==> config.mk <==
export PLATFORM = sky130hd
export DESIGN_NAME = updi_uart_tx_flat
export DESIGN_NICKNAME = d
export VERILOG_FILES = /design/src/rtl/updi_uart_tx_if.sv /design/src/rtl/updi_uart_tx.sv /design/src/flat_wrapper.sv
export SDC_FILE = /design/constraint.sdc
export NUM_CORES = 1
export LEC_CHECK = 0
export CAP_MARGIN = 30
export CORE_ASPECT_RATIO = 0.5
export CORE_MARGIN = 1.5
export CORE_UTILIZATION = 45
export DETAILED_ROUTE_END_ITERATION = 8
export PLACE_DENSITY = 0.67
export SLEW_MARGIN = 10
export SYNTH_ARGS = -nofsm -noshare
export SYNTH_HDL_FRONTEND = slang
export SYNTH_SLANG_ARGS = --single-unit
==> constraint.sdc <==
create_clock -name clk_in -period 2.05 [get_ports clk_in]
set_input_delay 0.41 -clock clk_in [delete_from_list [all_inputs] [get_ports clk_in]]
set_output_delay 0.41 -clock clk_in [all_outputs]
set_load 0.02 [all_outputs]
==> src/rtl/updi_uart_tx_if.sv <==
`default_nettype none
// ============================================================================
// Module      : updi_uart_tx_if
// Description : Byte handshake between a UPDI transmit client and the
//               updi_uart_tx serialiser (data, valid/ready, break request).
// Revision    : 1.0 - initial release
// ============================================================================
interface updi_uart_tx_if;
  logic [7:0] data_in;
  logic       data_valid;
  logic       data_ready;
  logic       send_break;

  // Client side: offers bytes and break requests.
  modport master (
    output data_in,
    output data_valid,
    output send_break,
    input  data_ready
  );

  // Serialiser side: consumes bytes, reports idle.
  modport slave (
    input  data_in,
    input  data_valid,
    input  send_break,
    output data_ready
  );
endinterface
`default_nettype wire

==> src/rtl/updi_uart_tx.sv <==
`default_nettype none
// ============================================================================
// Module      : updi_uart_tx
// Description : UPDI frame serialiser. Sends 1 start, 8 data (LSB first),
//               even parity and STOP_BITS stop bits, or a BREAK (line held
//               low for BREAK_BITS bit periods). Bit timing comes from the
//               one-cycle baud_tick strobe.
// Revision    : 1.0 - initial release
// ============================================================================
module updi_uart_tx #(
  parameter int STOP_BITS  = 2,
  parameter int BREAK_BITS = 12
) (
  input  wire            clk_in,
  input  wire            rst_n,
  input  wire            baud_tick,
  updi_uart_tx_if.slave  bus,
  output logic           tx_out,
  output logic           tx_oe,
  output logic           tx_done
);

  localparam logic [7:0] c_stop_bits  = 8'(STOP_BITS);
  localparam logic [7:0] c_break_bits = 8'(BREAK_BITS);

  typedef enum logic [3:0] {
    S_IDLE      = 4'd0,
    S_ARMED     = 4'd1,
    S_START     = 4'd2,
    S_DATA      = 4'd3,
    S_PARITY    = 4'd4,
    S_STOP      = 4'd5,
    S_BRK_ARMED = 4'd6,
    S_BREAK     = 4'd7
  } state_t;

  state_t     r_state,   w_state_nxt;
  logic [7:0] r_shift,   w_shift_nxt;
  logic       r_parity,  w_parity_nxt;
  logic [2:0] r_idx,     w_idx_nxt;
  logic [7:0] r_count,   w_count_nxt;
  logic       r_tx_out,  w_tx_out_nxt;
  logic       r_tx_oe,   w_tx_oe_nxt;
  logic       r_tx_done, w_tx_done_nxt;

  // Idle is the only state that can accept new work.
  assign bus.data_ready = (r_state == S_IDLE);
  assign tx_out         = r_tx_out;
  assign tx_oe          = r_tx_oe;
  assign tx_done        = r_tx_done;

  // State and datapath registers; reset drops the line driver immediately.
  always_ff @(posedge clk_in or negedge rst_n) begin
    if (!rst_n) begin
      r_state   <= S_IDLE;
      r_shift   <= 8'h00;
      r_parity  <= 1'b0;
      r_idx     <= 3'd0;
      r_count   <= 8'd0;
      r_tx_out  <= 1'b1;
      r_tx_oe   <= 1'b0;
      r_tx_done <= 1'b0;
    end else begin
      r_state   <= w_state_nxt;
      r_shift   <= w_shift_nxt;
      r_parity  <= w_parity_nxt;
      r_idx     <= w_idx_nxt;
      r_count   <= w_count_nxt;
      r_tx_out  <= w_tx_out_nxt;
      r_tx_oe   <= w_tx_oe_nxt;
      r_tx_done <= w_tx_done_nxt;
    end
  end

  // Next-state and next-output decode; every bit change waits for a tick.
  always_comb begin
    w_state_nxt   = r_state;
    w_shift_nxt   = r_shift;
    w_parity_nxt  = r_parity;
    w_idx_nxt     = r_idx;
    w_count_nxt   = r_count;
    w_tx_out_nxt  = r_tx_out;
    w_tx_oe_nxt   = r_tx_oe;
    w_tx_done_nxt = 1'b0;

    case (r_state)
      S_IDLE: begin
        // A break request takes priority over a pending byte.
        if (bus.send_break) begin
          w_state_nxt = S_BRK_ARMED;
          w_tx_oe_nxt = 1'b1;
        end else if (bus.data_valid) begin
          w_shift_nxt  = bus.data_in;
          w_parity_nxt = ^bus.data_in;
          w_state_nxt  = S_ARMED;
          w_tx_oe_nxt  = 1'b1;
        end
      end
      S_ARMED: begin
        if (baud_tick) begin
          w_state_nxt  = S_START;
          w_tx_out_nxt = 1'b0;
        end
      end
      S_START: begin
        if (baud_tick) begin
          w_state_nxt  = S_DATA;
          w_tx_out_nxt = r_shift[0];
          w_shift_nxt  = r_shift >> 1;
          w_idx_nxt    = 3'd0;
        end
      end
      S_DATA: begin
        if (baud_tick) begin
          if (r_idx == 3'd7) begin
            w_state_nxt  = S_PARITY;
            w_tx_out_nxt = r_parity;
          end else begin
            w_tx_out_nxt = r_shift[0];
            w_shift_nxt  = r_shift >> 1;
            w_idx_nxt    = r_idx + 3'd1;
          end
        end
      end
      S_PARITY: begin
        if (baud_tick) begin
          w_state_nxt  = S_STOP;
          w_tx_out_nxt = 1'b1;
          w_count_nxt  = 8'd1;
        end
      end
      S_STOP: begin
        if (baud_tick) begin
          if (r_count == c_stop_bits) begin
            w_state_nxt   = S_IDLE;
            w_tx_oe_nxt   = 1'b0;
            w_tx_done_nxt = 1'b1;
          end else begin
            w_count_nxt = r_count + 8'd1;
          end
        end
      end
      S_BRK_ARMED: begin
        if (baud_tick) begin
          w_state_nxt  = S_BREAK;
          w_tx_out_nxt = 1'b0;
          w_count_nxt  = 8'd1;
        end
      end
      S_BREAK: begin
        if (baud_tick) begin
          if (r_count == c_break_bits) begin
            w_state_nxt   = S_IDLE;
            w_tx_out_nxt  = 1'b1;
            w_tx_oe_nxt   = 1'b0;
            w_tx_done_nxt = 1'b1;
          end else begin
            w_count_nxt = r_count + 8'd1;
          end
        end
      end
      default: begin
        w_state_nxt  = S_IDLE;
        w_tx_out_nxt = 1'b1;
        w_tx_oe_nxt  = 1'b0;
      end
    endcase
  end

endmodule
`default_nettype wire
==> src/flat_wrapper.sv <==
// flat-port wrapper written by rule: the top's interface ports become plain ports
module updi_uart_tx_flat 
#(
  parameter int STOP_BITS  = 2,
  parameter int BREAK_BITS = 12
)
  (clk_in, rst_n, baud_tick, tx_out, tx_oe, tx_done, bus_data_in, bus_data_valid, bus_send_break, bus_data_ready);
  updi_uart_tx_if bus_i ();
  input  wire clk_in;
  input  wire rst_n;
  input  wire baud_tick;
  output logic tx_out;
  output logic tx_oe;
  output logic tx_done;
  input wire logic [$bits(bus_i.data_in)-1:0] bus_data_in;
  input wire logic [$bits(bus_i.data_valid)-1:0] bus_data_valid;
  input wire logic [$bits(bus_i.send_break)-1:0] bus_send_break;
  output wire logic [$bits(bus_i.data_ready)-1:0] bus_data_ready;
  assign bus_i.data_in = bus_data_in;
  assign bus_i.data_valid = bus_data_valid;
  assign bus_i.send_break = bus_send_break;
  assign bus_data_ready = bus_i.data_ready;
  updi_uart_tx #(.STOP_BITS(STOP_BITS), .BREAK_BITS(BREAK_BITS)) u_core (.clk_in(clk_in), .rst_n(rst_n), .baud_tick(baud_tick), .bus(bus_i), .tx_out(tx_out), .tx_oe(tx_oe), .tx_done(tx_done));
endmodule
Yosys cells after proc, flatten, opt, wreduce, memory -nomap -nowiden
Index checks and enable logic that the tools add are counted.

Flip-flop bits (word level): 27. Input bits: 13. Output and inout port bits: 4. Word-level logic and storage cells: 106.

$add $sub $neg: 2. Eq/ne operators: 28. Muxes and demuxes: 49. Bitwise gates (word level): 3. Reduce and logical (&&, ||, !) cells: 16.

Operator list (count): $mux 8 (10); $mux 4 (12); $pmux 8 s3 (2); $pmux 4 s8 (1); $ne 2x2->1 const B (12); $reduce_and 6->1 (3); $mux 1 (17); $eq 4x3->1 const B (4); $reduce_and 11->1 (1); $ne 2x1->1 const B (5); $mux 3 (3); $add 8x1->8 const B (1); $eq 4x2->1 const B (2); $eq 8x2->1 const B (1); $eq 8x4->1 const B (1); $reduce_xor 8->1 (1); $reduce_and 7->1 (1); $pmux 1 s6 (1); $pmux 3 s2 (1); $reduce_bool 3->1 (2); $reduce_or 2->1 (3); $reduce_or 5->1 (1); $eq 4x1->1 const B (1); $logic_not 4->1 (1); other kinds (9) (11).

Longest topological paths before layout
Gate-level depths: netlist (run 1).

Depth after elaboration: 4. Depth in mapped cells: 7. Mapped depth without buffers: 6.

Least setup slack after synthesis (run 1)
Ideal clock, no wire load.

Path kind: reg2reg. Start point: reg u_core.r_idx[0]. End point: reg u_core.r_state[2]. Library setup time: 0.129 ns. Data arrival time: 1.909 ns. Data required time: 1.921 ns. Setup slack: 0.012 ns. Cell stages (with the launch flop): 8. Path buffers: 1. Period minus slack after synthesis: 2.038 ns. Path through: dfrtp_1 ha_1 ha_1 clkbuf_1 or3b_1 a211oi_2 nor3_1 a2111o_1.

Cells in the longest elaborated chain, start to end: 3.

Ends and longest elaborated chain: start, declared (line updi_uart_tx.sv:40) `logic [2:0] r_idx, w_idx_nxt;`; start signal, assigned (line updi_uart_tx.sv:67) `r_idx <= w_idx_nxt;`; $eq 3x3->1 (line updi_uart_tx.sv:115) `if (r_idx == 3'd7) begin`; $ne 2x1->1 (no source line); $reduce_and 11->1 (no source line); end signal, assigned (line updi_uart_tx.sv:64) `r_state <= w_state_nxt;`; end, declared (line updi_uart_tx.sv:37) `state_t r_state, w_state_nxt;`.

Every way passes these cells. A chain may end at the register's enable or synchronous reset.

Worst setup path in the final report (run 1)
Ends and elaborated chain as after synthesis.

==> results of run 1 <==
-- worst register-to-register path: cells and delay by family (launching register included) --
family                   cells  cell delay [ns]
AND/OR/NAND/NOR              2             0.46
AO/OA/AOI/OAI                2             0.55
flip-flops                   1             0.42
adder cells (fa/ha/maj)      2             0.43
-- report_power, final --
group	switching (W)	leakage, nW	total, W	internal (W)
Clock	0.000169	0.0228	0.000309	0.000139
Combinational	0.000563	0.502	0.00111	0.000546
Sequential	0.000192	0.320	0.000906	0.000714
Total	0.000925	0.845	0.00232	0.00140
-- registers in the layout, indices dropped and copies added, names as in the netlist --
register / count
u_core.tx_oe: 1
u_core.tx_out: 1
u_core.r_state: 3
u_core.tx_done: 1
u_core.r_idx: 3
u_core.r_count: 8
u_core.r_shift: 8
u_core.r_parity: 1
-- path summary, 6_finish.rpt --
kind / startpoint / to / depth (start not counted)
worst min register to register: u_core.tx_oe / u_core.tx_oe / 2
min in group clk_in: u_core.tx_oe / u_core.tx_oe / 2
worst max register to register: u_core.r_idx[0] / u_core.r_state[2] / 6
worst min-delay path: rst_n / u_core.r_count[0] / 2
worst max-delay path: u_core.r_idx[0] / u_core.r_state[2] / 6
max in group asynchronous: rst_n / u_core.tx_out / 2
-- layout make-up --
type                       count  area, um2
tap                           51      63.81
sequential                    26      653.1
timing repair buffer          27      245.2
inverter                       6      22.52
multi-input combinational    126      939.7
clock buffer                   4      45.04
fill                         311       1484
-- cell usage in the layout (no fill, tap or decap), drive strengths merged, types with 2 or more instances in the layout --
cell and n:
a211oi 3, and4 2, and3 4, xnor2 7, o21ai 9, clkbuf 4
a21oi 8, inv 5, nand2b 2, clkdlybuf4s50 15, nand3 3, mux2i 2
dfrtp 25, and2 4, o31ai 2, nor2b 3, a31oi 6, nor2 9
nand4 2, nand2 13, mux2 15, buf 11, nand3b 2, nor3b 2
o41ai 3, nor3 8, ha 5
-- timing repair --
action | in CTS | in global routing
endpoints found under the setup margin | 1 | 5
gates resized for setup | 1 | 5
pin swaps | 0 | 1
endpoints found under the hold margin | 0 | 0
-- through the flow --
| stage | TNS, ns | area, um2 | util | hold slack (ns) | std cells |
|---|---|---|---|---|---|
| final | 0 | 1969 | 0.5703 | 0.4961 | 240 |
| after global routing | -0.01021 | 1969 | 0.5703 | 0.5274 | 240 |
| after CTS | 0 | 1943 | 0.5627 | 0.5035 | 240 |
| after global placement | 0 | 1897 | 0.5493 | 0.4851 | 236 |
| after floorplan | 0 | 1627 | - | 0.1144 | 167 |
| after detailed placement | -0.1096 | 1897 | 0.5493 | 0.4913 | 236 |
-- per-layer routing --
layer | up-vias | wire length [um] | GRT usage
li1 | 658 | - | -
met1 | 642 | 1780 | 0.2511
met2 | 19 | 1597 | 0.3298
met3 | 2 | 92 | 0.05072
met4 | 0 | 12 | 0.03125
met5 | - | 0 | 0
-- cell families after synthesis --
family          after synthesis  share of synthesized area
xor+xnor                      7                    0.03769
fa+ha+maj                     5                    0.03846
mux                          17                     0.1162
flops                        26                     0.4008
compound gates               39                     0.1685
buf+inv                      15                    0.03615
simple gates                 58                     0.2023
==> impl_metrics.env, run 1 <==
export IMPL_rrSetupSlack_ns=0.08
export IMPL_slowest_delay_ns=0.42
export IMPL_clockBufferDepth=2
export IMPL_cts_tree="done"
export IMPL_synth_nets=185
export IMPL_finalCritPeriodShare=0.9609
export IMPL_antenna_found_initial=0
export IMPL_core_area_um2=3453
export IMPL_synth_seq_cells=26
export IMPL_irDropWorstVdd_v=0.0005362
export IMPL_slew_headroom=0.7133
export IMPL_worst_path_dominant_cell_family="compound AO/OA/AOI/OAI gates"
export IMPL_io_pins=17
export IMPL_final_nets=208
export IMPL_yosysTopAreaCell="dfrtp_1"
export IMPL_synth_edff_count=0
export IMPL_htreeDepth=1
export IMPL_grt_usage=0.1915
export IMPL_clk_pin_slew_ns=0.10
export IMPL_pre_cts_slack_ns=-0.02517
export IMPL_post_drt_wl_per_cell_um=14.51
export IMPL_synthArstFlopShare=1.000
export IMPL_dr_pass1_iters=4
export IMPL_cp_num_buf_inv=0
export IMPL_p_leak_nw=0.8449
export IMPL_grt_max_degree=27
export IMPL_maxCapViolations=0
export IMPL_cts_setup_buffers=0
export IMPL_p_total_w=0.002324
export IMPL_maxSlewViolCount=0
export IMPL_critPathLaunchType="flop"
export IMPL_dieArea_um2=4006
export IMPL_netlist_instances=167
export IMPL_die_w_um=88.03
export IMPL_grt_pass1_vias=1236
export IMPL_cts_sinks=26
export IMPL_avgSynthCellArea_um2=9.740
export IMPL_finalHoldViolCount=0
export IMPL_gp_congestion=0.7702
export IMPL_post_route_min_period_ns=1.970
export IMPL_synth_top_area_share=0.3846
export IMPL_drive_gt1_frac=0.2063
export IMPL_avgViaCountPerCell=5.504
export IMPL_numCtsBuffers=3
export IMPL_setup_violations=0
export IMPL_synth_area_um2=1627
export IMPL_clock_fmax_ghz=0.5076
export IMPL_skew_ns=0.004507
export IMPL_drcViolationCount=0
export IMPL_layout_setup_ws_ns=0.08010
export IMPL_yosysWarnings=0
export IMPL_clkLatencyLatePin_ns=0.27
export IMPL_ctsHoldBuffers=0
export IMPL_worstPathArrival_ns=2.13
export IMPL_yosys_cell_types_count=44
export IMPL_cp_slowest_cell="dfrtp_1"
export IMPL_synth_seq_area_share=0.4008
export IMPL_hold_class="input pin to asynchronous set/reset pin"
export IMPL_place_hpwl_um=2443
export IMPL_power_density_nw_per_um2=1180
export IMPL_crit_type="flop to flop"
export IMPL_grt_pass1_wl_um=5802
export IMPL_clock_root_buffer="clkbuf_8"
export IMPL_worst_pin_slew_ns=0.4299
export IMPL_via_count=1321
export IMPL_drt_iter0_markers=44
export IMPL_critPathMaxFanout=4
export IMPL_outcome="finished, final reports clean"
export IMPL_area_growth_pct=21.08
export IMPL_crit_path_frequent_cell="ha_1"
export IMPL_crit_chain="ha_1 -> ha_1 -> or3b_4 -> a211oi_4 -> nor3_1 -> a2111o_1"
export IMPL_synthTopCellsByCount="25 x dfrtp_1, 15 x mux2_2, 13 x nand2_1"
export IMPL_wirelength_um=3482
export IMPL_rows=15
export IMPL_overflow=0
export IMPL_place_port_buffers=16
export IMPL_detail_route_antenna_nets=0
export IMPL_die_h_um=45.51
export IMPL_crit_path_end_kind="flop"
export IMPL_antenna_cells=0
export IMPL_post_synth_top_count_cell="dfrtp_1"
export IMPL_required_ns=2.21
export IMPL_yosys_top_cells_area="dfrtp_1 38%, mux2_2 10%, ha_1 3.8%"
export IMPL_start_util=0.4710
export IMPL_ys_flop_type="dfrtp_1"
Power figures use the tool's default switching activity.
==> run 2: changes to the inputs <==
- CELL_PAD_IN_SITES_DETAIL_PLACEMENT: not set -> 1
- CELL_PAD_IN_SITES_GLOBAL_PLACEMENT: not set -> 1
- CORE_UTILIZATION: 45 -> 39
- PLACE_DENSITY: 0.67 -> 0.74
==> impl_metrics.env, run 2 (synthesized netlist as in run 1, its figures left out) <==
export IMPL_place_hpwl_um=2858
export IMPL_maxSlewViolCount=0
export IMPL_slew_headroom=0.7281
export IMPL_irDropWorstVdd_v=0.0004585
export IMPL_final_nets=212
export IMPL_clockBufferDepth=2
export IMPL_rows=16
export IMPL_worst_pin_slew_ns=0.4055
export IMPL_r2r_end="u_core.r_state[1]"
export IMPL_crit_type="input pin to flop"
export IMPL_clkLatencyLatePin_ns=0.28
export IMPL_grt_pass1_wl_um=7169
export IMPL_die_h_um=48.67
export IMPL_hold_class="input pin to asynchronous set/reset pin"
export IMPL_clock_root_buffer="clkbuf_8"
export IMPL_fin_util=0.5051
export IMPL_place_area_um2=1923
export IMPL_worstPathArrival_ns=2.12
export IMPL_place_port_buffers=16
export IMPL_post_route_min_period_ns=1.956
export IMPL_r2r_start="u_core.r_idx[0]"
export IMPL_antenna_found_initial=0
export IMPL_cp_slowest_cell="clkdlybuf4s50_1"
export IMPL_final_common_cell="dfrtp_1"
export IMPL_ctsHoldBuffers=0
export IMPL_clk_pin_slew_ns=0.10
export IMPL_io_pins=17
export IMPL_required_ns=2.21
export IMPL_clock_fmax_ghz=0.5114
export IMPL_rrSetupSlack_ns=0.13
export IMPL_final_cell_mix="23 x dfrtp_1, 15 x mux2_2, 15 x clkdlybuf4s50_1, 15 x buf_4, 13 x nand2_1"
export IMPL_drcViolationCount=0
export IMPL_gp_congestion=0.8312
export IMPL_cts_sinks=26
export IMPL_detail_route_antenna_nets=0
export IMPL_crit_chain="clkdlybuf4s50_1 -> inv_1 -> a211oi_1 -> o21ai_2 -> buf_4 -> mux2_2"
export IMPL_finalCritPeriodShare=0.9539
export IMPL_setup_violations=0
export IMPL_grt_pass1_vias=1472
export IMPL_maxCapViolations=0
export IMPL_r2r_cells=7
export IMPL_antenna_cells=0
export IMPL_critPathMaxFanout=6
export IMPL_grt_usage=0.2017
export IMPL_post_drt_wl_per_cell_um=16.56
export IMPL_area_growth_pct=22.46
export IMPL_p_leak_nw=0.8601
export IMPL_die_w_um=94.33
export IMPL_via_count=1372
export IMPL_fin_area_um2=1992
export IMPL_dr_pass1_iters=4
export IMPL_cts_tree="done"
export IMPL_finalHoldViolCount=0
export IMPL_worst_path_dominant_cell_family="buffers and inverters"
export IMPL_avgViaCountPerCell=5.555
export IMPL_finalSetupTns_ns=0
export IMPL_drive_gt1_frac=0.2280
export IMPL_grt_max_degree=27
export IMPL_drt_iter0_markers=57
export IMPL_reg_top3="u_core.r_count: 8 flops, u_core.r_shift: 8 flops"
export IMPL_cp_num_buf_inv=3
export IMPL_final_fill_count=468
export IMPL_power_density_nw_per_um2=1209
export IMPL_critPathLaunchType="input pin"
export IMPL_outcome="finished, final reports clean"
export IMPL_overflow=0
export IMPL_slowest_delay_ns=0.59
export IMPL_crit_path_end_kind="flop"
export IMPL_skew_ns=0.01509
export IMPL_start_util=0.4124
export IMPL_numCtsBuffers=3
export IMPL_core_area_um2=3944
export IMPL_wirelength_um=4090
export IMPL_dieArea_um2=4591
export IMPL_htreeDepth=1
==> run 2: final cells by class <==
class / count / area (um2) / area share
clock buffers: 4 / 45.04 / 0.02261
inverters: 6 / 22.52 / 0.01131
multi-input cells: 126 / 927.1 / 0.4655
flip-flops and latches: 26 / 654.4 / 0.3285
well taps: 54 / 67.56 / 0.03392
repair buffers: 31 / 275.3 / 0.1382
==> run 2: worst max path at each step <==
stage / cells after the start / start / end / slack (ns)
3_5_place_dp: 6 / baud_tick / u_core.r_shift[0] / -0.05
5_1_grt: 6 / baud_tick / u_core.r_shift[3] / -0.01
6_report: 6 / baud_tick / u_core.r_shift[0] / 0.09
2_1_floorplan: 7 / u_core.r_idx[0] / u_core.r_state[2] / 0.01
4_1_cts: 2 / u_core.r_state[1] / bus_data_ready / 0.007
3_3_place_gp: 6 / baud_tick / u_core.r_shift[2] / 0.004
==> run 2: stage by stage <==
step	std cells	worst slack [ns]	hold WS, ns	power, W
floorplan	167	0.01219	0.1144	0.001657
global placement	242	0.003881	0.4842	0.002005
detailed placement	242	-0.05355	0.4943	0.002065
CTS	246	0.006870	0.5109	0.002392
global route	247	-0.01109	0.5267	0.002602
finish	247	0.09446	0.4990	0.002408
==> run 2: timing repair <==
| action | 4_1_cts | 5_1_grt |
|---|---|---|
| pin swaps | 0 | 1 |
| gates resized for setup | 1 | 4 |
| endpoints found under the setup margin | 1 | 5 |
| buffers inserted | 0 | 1 |
| cloned | 0 | 0 |
| endpoints found under the hold margin | 0 | 0 |
==> run 2: where the power goes <==
part	internal, W	total [W]	switching, W
registers	0.000716	0.000919	0.000202
logic	0.000569	0.00118	0.000611
clock network	0.000140	0.000309	0.000169
total	0.00142	0.00241	0.000983
==> run 2: per-layer routing <==
metal	routed length [um]	share of wire	GRT usage	vias to the layer above
met5	0	0	0	-
met4	13	0.0032	0.05473	0
met3	79	0.019	0.04560	3
met2	2056	0.50	0.3429	11
met1	1941	0.47	0.2587	694
li1	-	-	-	664
==> run 2: worst register-to-register path, cell delays in order, from the launching register on <==
cell      delay (ns)
dfrtp_1         0.42
ha_1            0.22
ha_1            0.19
or3b_1          0.37
a211oi_2        0.24
buf_4           0.16
nor3_1          0.05
o22a_2          0.19
==> run 3: changes to the inputs <==
- ABC_AREA: not set -> 1
- CAP_MARGIN: 30 -> not set
- CORE_UTILIZATION: 39 -> 37
==> impl_metrics.env, run 3 <==
export IMPL_cts_sinks=26
export IMPL_pre_cts_slack_ns=0.1618
export IMPL_route_layer_met1_wl_um=2270
export IMPL_clock_root_buffer="clkbuf_8"
export IMPL_drcViolationCount=0
export IMPL_required_ns=1.64
export IMPL_drt_iter0_markers=55
export IMPL_finalCritPeriodShare=0.8873
export IMPL_dr_pass1_iters=4
export IMPL_critPathMaxFanout=2
export IMPL_final_fill_count=605
export IMPL_drive_gt1_frac=0.1103
export IMPL_place_hpwl_um=3472
export IMPL_worst_path_dominant_cell_family="buffers and inverters"
export IMPL_grt_max_degree=24
export IMPL_clockBufferDepth=2
export IMPL_place_port_buffers=16
export IMPL_slew_headroom=0.7240
export IMPL_seqPwrFrac=0.307
export IMPL_post_synth_top_count_cell="nand2_1"
export IMPL_synth_area_um2=1794
export IMPL_post_route_min_period_ns=1.819
export IMPL_crit_chain="clkdlybuf4s50_1"
export IMPL_gp_congestion=0.8008
export IMPL_post_drt_wl_per_cell_um=12.91
export IMPL_place_area_um2=2051
export IMPL_yosysTopAreaCell="dfrtp_1"
export IMPL_grt_usage=0.1877
export IMPL_synth_nets=278
export IMPL_slowest_delay_ns=0.59
export IMPL_internal_power_w=0.001426
export IMPL_cts_resized=1
export IMPL_yosys_cell_types_count=31
export IMPL_r2r_start="u_core.r_idx[0]"
export IMPL_fin_area_um2=2105
export IMPL_critPathLaunchType="flop"
export IMPL_cp_slowest_cell="clkdlybuf4s50_1"
export IMPL_multi_input_area_um2=1010
export IMPL_synthTopCellsByCount="97 x nand2_1, 25 x dfrtp_1, 23 x nor2_1"
export IMPL_yosysWarnings=0
export IMPL_grt_pass1_wl_um=7665
export IMPL_layout_setup_ws_ns=0.2311
export IMPL_final_cell_mix="97 x nand2_1, 25 x dfrtp_1, 23 x nor2_1"
export IMPL_maxCapViolations=0
export IMPL_rsz0062_at_grt="false"
export IMPL_hold_class="input pin to asynchronous set/reset pin"
export IMPL_synth_seq_area_share=0.3633
export IMPL_worst_pin_slew_ns=0.4131
export IMPL_clock_power_share=0.124
export IMPL_crit_type="flop to output port"
export IMPL_clk_pin_slew_ns=0.09
export IMPL_avgSynthCellArea_um2=6.901
export IMPL_skew_ns=0.007264
export IMPL_cts_tree="done"
export IMPL_yosys_top_cells_area="dfrtp_1 35%, nand2_1 20%, nand3_1 5.9%"
export IMPL_synth_seq_cells=26
export IMPL_netlist_instances=260
export IMPL_reg_top3="u_core.r_count: 8 flops, u_core.r_shift: 8 flops"
export IMPL_antenna_found_initial=0
export IMPL_ys_flop_type="dfrtp_1"
export IMPL_htreeDepth=1
export IMPL_clkLatencyLatePin_ns=0.27
export IMPL_die_w_um=101.5
export IMPL_cts_setup_buffers=0
export IMPL_final_nets=300
export IMPL_crit_path_end_kind="output port"
export IMPL_rows=17
export IMPL_wirelength_um=4479
export IMPL_synthArstFlopShare=1.000
export IMPL_grt_pass1_vias=1644
export IMPL_ctsHoldBuffers=0
export IMPL_via_count=1697
export IMPL_final_common_cell="nand2_1"
export IMPL_worstSetupStartpoint="u_core.tx_out"
export IMPL_detail_route_antenna_nets=0
export IMPL_antenna_cells=0
export IMPL_clock_fmax_ghz=0.5498
export IMPL_die_h_um=52.24
export IMPL_core_area_um2=4531
export IMPL_share_comb_of_total_power=0.569
export IMPL_power_density_nw_per_um2=1279
export IMPL_io_pins=17
export IMPL_outcome="finished, final reports clean"
export IMPL_dr_wl_met2_um=2112
export IMPL_start_util=0.3960
export IMPL_p_switching_w=0.001265
export IMPL_numCtsBuffers=3
export IMPL_p_leak_nw=1.027
export IMPL_setup_violations=0
export IMPL_maxSlewViolCount=0
export IMPL_final_seq_area_um2=651.9
export IMPL_area_growth_pct=17.29
export IMPL_dieArea_um2=5301
export IMPL_irDropWorstVdd_v=0.0004071
export IMPL_fin_util=0.4645
export IMPL_route_met3_wl_um=96
export IMPL_overflow=0
export IMPL_swShare=0.4702
export IMPL_worstPathArrival_ns=1.41
export IMPL_cp_num_buf_inv=1
export IMPL_synth_top_area_share=0.3487
export IMPL_synth_edff_count=0
export IMPL_finalHoldViolCount=0
export IMPL_finalSetupTns_ns=0
export IMPL_highest_layer="met3"
export IMPL_avgViaCountPerCell=4.890
## run 3: changes by cell type in the layout (fill, tap and decap cells not counted), sizes merged, moves of 5 or more
cell | previous run | this run
a31oi | 6 | 1
nand4 | 2 | 9
inv | 5 | 25
mux2 | 15 | 0
buf | 15 | 7
nor2 | 9 | 28
nor3 | 8 | 3
nand3 | 3 | 24
a21oi | 8 | 3
nand2 | 13 | 99
## run 3: cell families (layout without fill, tap and decap cells)
| family | after synthesis | in the layout | share of synthesized area |
|---|---|---|---|
| DFF | 26 | 26 | 0.3633 |
| and+or+nand+nor | 169 | 169 | 0.4177 |
| buffers and inverters | 31 | 52 | 0.07392 |
| AOI/OAI and AO/OA | 22 | 22 | 0.07602 |
| adders and majority gates | 5 | 5 | 0.03487 |
| xor gates and xnor gates | 7 | 7 | 0.03417 |
## run 3: metrics by stage
stage | total power [W] | hold WS [ns] | cells
final | 0.002691 | 0.3209 | 347
after global routing | 0.002958 | 0.3105 | 347
after CTS | 0.002731 | 0.3138 | 347
after detailed placement | 0.002388 | 0.4587 | 343
after global placement | 0.002351 | 0.4558 | 343
after floorplan | 0.001928 | 0.1144 | 260
## run 3: final cells by class
class                           instances  area share
Tap cell                               66     0.03924
Multi-Input combinational cell        203      0.4798
Timing Repair Buffer                   23      0.1005
Sequential cell                        26      0.3097
Inverter                               25     0.04459
Clock buffer                            4     0.02616
## run 3: worst reg2reg max path, stage by stage (launching register included)
cell and delay [ns]:
dfrtp_1 0.41, ha_1 0.21, ha_1 0.21, nand2_1 0.34, nand3_2 0.25, nand2_1 0.11, nand2_1 0.06
## run 3: power groups by stage
stage	combinational, W	sequential [W]	clock [W]
floorplan	0.00110	0.000832	0
global placement	0.00152	0.000830	0
detailed placement	0.00155	0.000836	0
CTS	0.00155	0.000828	0.000354
global route	0.00173	0.000851	0.000373
finish	0.00153	0.000825	0.000333
## run 3: path summary, 6_finish.rpt
path                                     endpoint  slack [ns]  cells after the start
worst max-delay path                       tx_out        0.23                      1
worst min-delay path            u_core.r_count[2]        0.32                      1
worst max register to register  u_core.r_shift[7]        0.36                      6
worst min register to register      u_core.tx_out        0.47                      2
max in group asynchronous           u_core.tx_out        1.12                      2
min in group clk_in                 u_core.tx_out        0.47                      2
## run 3: layer usage
layer | global-route usage | vias to the layer above
met5 | 0 | -
met4 | 0.02778 | 0
met3 | 0.03200 | 0
met2 | 0.3277 | 16
met1 | 0.2523 | 803
li1 | - | 878
